File: src/rtl/riscv_pkg.sv
// Definitions shared across the core: widths, reset vector, fetch states and base opcodes.
package riscv_pkg;

   localparam int XLEN = 32;
   localparam int ILEN = 32;
   localparam logic [XLEN-1:0] RESET_PC = 32'h0000_0000;

   typedef enum logic [1:0] {
      REQ  = 2'd0,
      WAIT = 2'd1,
      DROP = 2'd2
   } fetch_state_t;

   // RV32I major opcodes, also decoded by control_unit
   localparam logic [6:0] OPC_LOAD   = 7'b000_0011;
   localparam logic [6:0] OPC_OP_IMM = 7'b001_0011;
   localparam logic [6:0] OPC_AUIPC  = 7'b001_0111;
   localparam logic [6:0] OPC_STORE  = 7'b010_0011;
   localparam logic [6:0] OPC_OP     = 7'b011_0011;
   localparam logic [6:0] OPC_LUI    = 7'b011_0111;
   localparam logic [6:0] OPC_BRANCH = 7'b110_0011;
   localparam logic [6:0] OPC_JALR   = 7'b110_0111;
   localparam logic [6:0] OPC_JAL    = 7'b110_1111;
   localparam logic [6:0] OPC_SYSTEM = 7'b111_0011;

endpackage

File: src/rtl/instr_fetch_unit_fetch_buffer.sv
// Small shift-register FIFO of {pc, instr}; the head always sits in entry 0 so the
// outputs come straight from flops.
module fetch_buffer
   import riscv_pkg::*;
#(
   parameter int AW    = 32,
   parameter int DEPTH = 2,
   localparam int CW   = $clog2(DEPTH + 1)
) (
   input  logic            clk,
   input  logic            rst_n,
   input  logic            push,
   input  logic [AW-1:0]   push_pc,
   input  logic [ILEN-1:0] push_instr,
   input  logic            pop,
   input  logic            flush,
   output logic            valid,
   output logic            full,
   output logic [CW-1:0]   count_nxt,
   output logic [AW-1:0]   head_pc,
   output logic [ILEN-1:0] head_instr
);

   logic [CW-1:0]   count;
   logic [CW-1:0]   wr_idx;
   logic [AW-1:0]   pc_q    [DEPTH];
   logic [ILEN-1:0] instr_q [DEPTH];

   assign full       = (count == CW'(DEPTH));
   assign wr_idx     = pop ? count - CW'(1) : count;
   assign head_pc    = pc_q[0];
   assign head_instr = instr_q[0];

   always_comb begin
      count_nxt = count;
      if (flush)
         count_nxt = '0;
      else if (push && !pop)
         count_nxt = count + CW'(1);
      else if (pop && !push)
         count_nxt = count - CW'(1);
   end

   always_ff @(posedge clk or negedge rst_n) begin
      if (!rst_n) begin
         count <= '0;
         valid <= 1'b0;
         for (int i = 0; i < DEPTH; i++) begin
            pc_q[i]    <= '0;
            instr_q[i] <= '0;
         end
      end else begin
         count <= count_nxt;
         valid <= (count_nxt != '0);
         if (pop) begin
            for (int i = 0; i < DEPTH - 1; i++) begin
               pc_q[i]    <= pc_q[i+1];
               instr_q[i] <= instr_q[i+1];
            end
         end
         // a push lands behind the survivors of a simultaneous pop
         for (int i = 0; i < DEPTH; i++) begin
            if (push && !flush && wr_idx == CW'(i)) begin
               pc_q[i]    <= push_pc;
               instr_q[i] <= push_instr;
            end
         end
      end
   end

endmodule

File: src/rtl/instr_fetch_unit.sv
// Instruction fetch: owns the PC, issues one imem request at a time, buffers returned
// words and hands {pc, instr} to decode; redirects restart fetch and flush stale data.
//
// state | meaning
// REQ   | request pc while buffer has room; gnt moves to WAIT
// WAIT  | one request outstanding; rvalid pushes the word into the buffer
// DROP  | outstanding request was overtaken by a redirect; rvalid is discarded
module instr_fetch_unit #(
   parameter int              XLEN      = riscv_pkg::XLEN,
   parameter logic [XLEN-1:0] RESET_PC  = riscv_pkg::RESET_PC,
   parameter int              BUF_DEPTH = 2
) (
   input  logic                      clk,
   input  logic                      rst_n,
   output logic                      imem_req,
   output logic [XLEN-1:0]           imem_addr,
   input  logic                      imem_gnt,
   input  logic                      imem_rvalid,
   input  logic [riscv_pkg::ILEN-1:0] imem_rdata,
   input  logic                      redirect_valid,
   input  logic [XLEN-1:0]           redirect_pc,
   output logic                      instr_valid,
   input  logic                      instr_ready,
   output logic [riscv_pkg::ILEN-1:0] instr_out,
   output logic [XLEN-1:0]           instr_pc
);
   import riscv_pkg::*;

   localparam int CW = $clog2(BUF_DEPTH + 1);

   fetch_state_t    state, state_nxt;
   logic [XLEN-1:0] pc, pc_nxt, pc_req;
   logic            req_fire, push, pop, buf_full;
   logic [CW-1:0]   count_nxt;

   assign req_fire = imem_req && imem_gnt;
   assign pop      = instr_valid && instr_ready;
   assign push     = (state == WAIT) && imem_rvalid && !redirect_valid && !buf_full;

   always_comb begin
      state_nxt = state;
      pc_nxt    = pc;
      case (state)
         REQ: begin
            if (req_fire) begin
               state_nxt = WAIT;
               pc_nxt    = pc + XLEN'(4);
            end
         end
         WAIT, DROP: begin
            if (imem_rvalid)
               state_nxt = REQ;
         end
         default: state_nxt = REQ;
      endcase
      // a redirect overrides the PC; an in-flight or just-granted request becomes stale
      if (redirect_valid) begin
         pc_nxt = redirect_pc & ~XLEN'(3);
         if (state == REQ && req_fire)
            state_nxt = DROP;
         else if (state == WAIT && !imem_rvalid)
            state_nxt = DROP;
      end
   end

   always_ff @(posedge clk or negedge rst_n) begin
      if (!rst_n) begin
         state     <= REQ;
         pc        <= RESET_PC;
         pc_req    <= RESET_PC;
         imem_req  <= 1'b0;
         imem_addr <= RESET_PC;
      end else begin
         state     <= state_nxt;
         pc        <= pc_nxt;
         if (req_fire)
            pc_req <= imem_addr;
         // no request outstanding in REQ, so room is judged on the buffer alone
         imem_req  <= (state_nxt == REQ) && (count_nxt < CW'(BUF_DEPTH));
         imem_addr <= pc_nxt;
      end
   end

   fetch_buffer #(
      .AW    (XLEN),
      .DEPTH (BUF_DEPTH)
   ) u_fetch_buffer (
      .clk        (clk),
      .rst_n      (rst_n),
      .push       (push),
      .push_pc    (pc_req),
      .push_instr (imem_rdata),
      .pop        (pop),
      .flush      (redirect_valid),
      .valid      (instr_valid),
      .full       (buf_full),
      .count_nxt  (count_nxt),
      .head_pc    (instr_pc),
      .head_instr (instr_out)
   );

endmodule
File: config.mk
export PLATFORM = sky130hd
export DESIGN_NAME = instr_fetch_unit
export DESIGN_NICKNAME = d
export VERILOG_FILES = /design/src/rtl/riscv_pkg.sv /design/src/rtl/instr_fetch_unit_fetch_buffer.sv /design/src/rtl/instr_fetch_unit.sv
export SDC_FILE = /design/constraint.sdc
export NUM_CORES = 1
export LEC_CHECK = 0
export CAP_MARGIN = 15
export CORE_MARGIN = 2
export CORE_UTILIZATION = 52
export CTS_CLUSTER_DIAMETER = 200
export DETAILED_ROUTE_END_ITERATION = 6
export PLACE_DENSITY = 0.79
export SLEW_MARGIN = 20
export SYNTH_ARGS = -nofsm -noshare
export SYNTH_HDL_FRONTEND = slang
export SYNTH_SLANG_ARGS = --single-unit
File: constraint.sdc
create_clock -name clk -period 3 [get_ports clk]
set_input_delay 0.9 -clock clk [delete_from_list [all_inputs] [get_ports clk]]
set_output_delay 0.9 -clock clk [all_outputs]
set_load 0.02 [all_outputs]
==> summary.md <==
| Metric | Value |
|---|---|
| TritonCTS clock tree | `yes` |
| CTS root buffer | `clkbuf_16` |
| Skew final | `0.00991 ns` |
| Slew Viols, Final | `0` |
| Largest net degree at the start of global routing | `63` |
| Post-Synthesis Cells | `766` |
| Inserted Clock Buffers | `17` |
| Post-route insts no fill | `1,094` |
| Crit-path slowest cell | `clkdlybuf4s50_1` |
| Most frequent cells in the layout | `dfrtp_1 (190), clkdlybuf4s50_1 (159), mux2_2 (90)` |
| First-pass GRT wire length | `28.9 mm` |
| CTS sink count | `190` |
| Ys async rst share | `1.00` |
| EDFF count, synth | `0` |
| RSZ-0062 raised after global routing | `false` |
| # setup viols final | `0` |
| Pleak | `5.16 nW` |
| Worst EP arrival | `1.62 ns` |
| Fin crit period | `2.52 ns` |
| CTS H-tree lvls | `4` |
| Crit end category | `output pin` |
| Worst setup SP type | `register` |
| Worst path top cell family by delay | `buffers and inverters` |
| DRC | `0` |
| Total power | `9.52 mW` |
| Fin nets | `937` |
| Worst-Skew Late Latency | `0.43 ns` |
| Top fanout value on the critical path | `7` |
| Synth area leader | `dfrtp_1` |
| Global Route Usage Sum | `0.205` |
| Layout cell share with drive strength beyond 1 | `0.169` |
| Synth cell types | `39` |
| DR WL/cell | `15.8 um` |
| Worst Setup Path Type | `reg2out` |
| Commonest non-fill, non-tap cell in the layout | `dfrtp_1` |
| Drt pass-1 iters | `4` |
| Setup TNS | `0 ns` |
| Register area share after synthesis | `0.542` |
| Die Y | `134 um` |
| Post-cts sizing count | `0` |
| Maximum clock rate | `396 MHz` |
| Final period utilization | `0.841` |
| Total number of vias | `5,680` |
| Antenna viol nets, final | `0` |
| CTS Buffer Depth | `2` |
| Status | `complete, no violations` |
| Mean Syn Cell Area | `11.4 um2` |
| ANT cells | `0` |
| PortBufs | `161` |
| Crit-path cells | `clkdlybuf4s50_1` |
| Post-CTS setup buffer count | `0` |
| Area fraction of the dominant cell type after synthesis | `0.542` |
| Row cnt | `47` |
| Final core utilization | `0.658` |
| Initial core utilization | `0.531` |
| PD cells | `876 mW/mm2` |
| Synth top area cells | `dfrtp_1 (54%), mux2_2 (12%), mux2i_1 (7.2%)` |
| Total grt overflow | `0` |
| Dpl hpwl | `11.6 mm` |
| Max-slew headroom | `0.384` |
| Vias in the first global route | `5,500` |
| Via density per instance | `5.19` |
| WHS | `0.432 ns` |
| Worst EP required | `2.10 ns` |
| RD Place Congestion | `0.759` |
| I/O pins | `168` |
| VDD IR max | `0.467 mV` |
| Initial antenna violation count | `0` |
| Synth Warn # | `0` |
| Flops & latches, synth | `190` |
| Post-Route WL | `17.3 mm` |
| Crit path largest cell delay | `0.67 ns` |
| DRT iter0 DRCs | `255` |
| Worst Tran Pin Value | `0.917 ns` |
| Die W | `134 um` |
| Final Hold Vio Count | `0` |
| Core area | `0.0165 mm2` |
| CP bufs+invs | `1` |
| Worst Hold Class | `in2async` |
| Die area | `0.0179 mm2` |
| P&R area growth vs syn | `23.9%` |
| Placed insts | `1,062` |
| Max-Cap Viols | `0` |
| Post-Syn Area | `0.00877 mm2` |
| Cts hold-fix bufs | `0` |
| Ys flop type | `dfrtp_1` |
| Clock-pin slew on the worst setup and hold paths | `0.06 ns` |
## per-stage QoR
step                      instance area [um2]  setup slack (ns)
after floorplan                          8780             0.539
after global placement                  10300             0.116
after detailed placement                10300            0.0870
after CTS                               10900             0.458
after global routing                    10900             0.419
final                                   10900             0.476
## where the power goes
part           switching (mW)  total, mW  leakage [nW]  internal [mW]
clock network           0.977       2.34         0.293           1.36
registers               0.570       4.00          2.47           3.43
logic                    1.50       3.18          2.40           1.68
## kinds of logic after synthesis
group           Yosys count  share of synthesized area
buf+inv                 114                     0.0790
flops                   190                      0.542
compound gates          105                     0.0615
other cells               1                   0.000428
fa+ha+maj                 7                    0.00970
mux                     153                      0.187
simple gates            165                     0.0887
xor+xnor                 31                     0.0310
## synthesized netlist by cell type (9+ instances only)
| cell | count |
|---|---|
| xnor2_1 | 18 |
| dfrtp_1 | 190 |
| nand3_1 | 10 |
| clkbuf_1 | 24 |
| inv_1 | 9 |
| xor2_1 | 13 |
| nand4_1 | 11 |
| mux2_2 | 90 |
| buf_4 | 66 |
| mux2i_1 | 63 |
| a21oi_1 | 65 |
| o21ai_0 | 30 |
| nor2_1 | 68 |
| nand2_1 | 47 |
## layout make-up
type	count	area (um2)
Fill cell	1284	5660
Sequential cell	190	4750
Multi-Input combinational cell	465	3360
Timing Repair Buffer	178	1830
Clock buffer	20	457
Tap cell	220	275
Clock inverter	12	158
Inverter	9	33.8
## final timing paths
check,startpoint,endpoint,slack (ns),depth (start not counted)
worst max-delay path,pc[4]$_DFFE_PN0P_,imem_addr[4],0.48,1
worst min-delay path,rst_n,u_fetch_buffer.pc_q[7]$_DFFE_PN0P_,0.43,1
worst max register to register,state[1]$_DFF_PN0_,pc[28]$_DFFE_PN0P_,0.76,8
worst min register to register,u_fetch_buffer.instr_q[3]$_DFFE_PN0P_,u_fetch_buffer.instr_q[3]$_DFFE_PN0P_,0.51,1
max in group asynchronous,rst_n,u_fetch_buffer.head_instr[10]$_DFFE_PN0P_,1.85,2
min in group clk,u_fetch_buffer.instr_q[3]$_DFFE_PN0P_,u_fetch_buffer.instr_q[3]$_DFFE_PN0P_,0.51,1
## flip-flops by register name, summed over array words and instances, names as in the netlist
signal	cells
u_fetch_buffer.instr_q	32
pc_req	30
state	2
u_fetch_buffer.valid	1
u_fetch_buffer.pc_q	30
u_fetch_buffer.head_instr	32
imem_req	1
u_fetch_buffer.count	2
pc	30
u_fetch_buffer.head_pc	30
## worst reg2reg max path: cells and delay by family (launching register included)
kind                       cells  cell delay (ns)
AOI/OAI and AO/OA              1             0.07
and+or+nand+nor                3             0.94
DFF                            1             0.38
xor gates and xnor gates       1             0.15
buffers and inverters          2             0.32
adders and majority gates      1             0.24
## per-layer routing
| layer | part of all wire | routed length, um | GRT usage | vias to the layer above |
|---|---|---|---|---|
| met2 | 0.48 | 8310 | 0.315 | 146 |
| met4 | 0.012 | 200 | 0.0703 | 0 |
| met3 | 0.048 | 825 | 0.0385 | 14 |
| li1 | - | - | - | 2759 |
| met5 | 0 | 0 | 0 | - |
| met1 | 0.46 | 7980 | 0.294 | 2761 |
(Power assumes the default switching activity.)
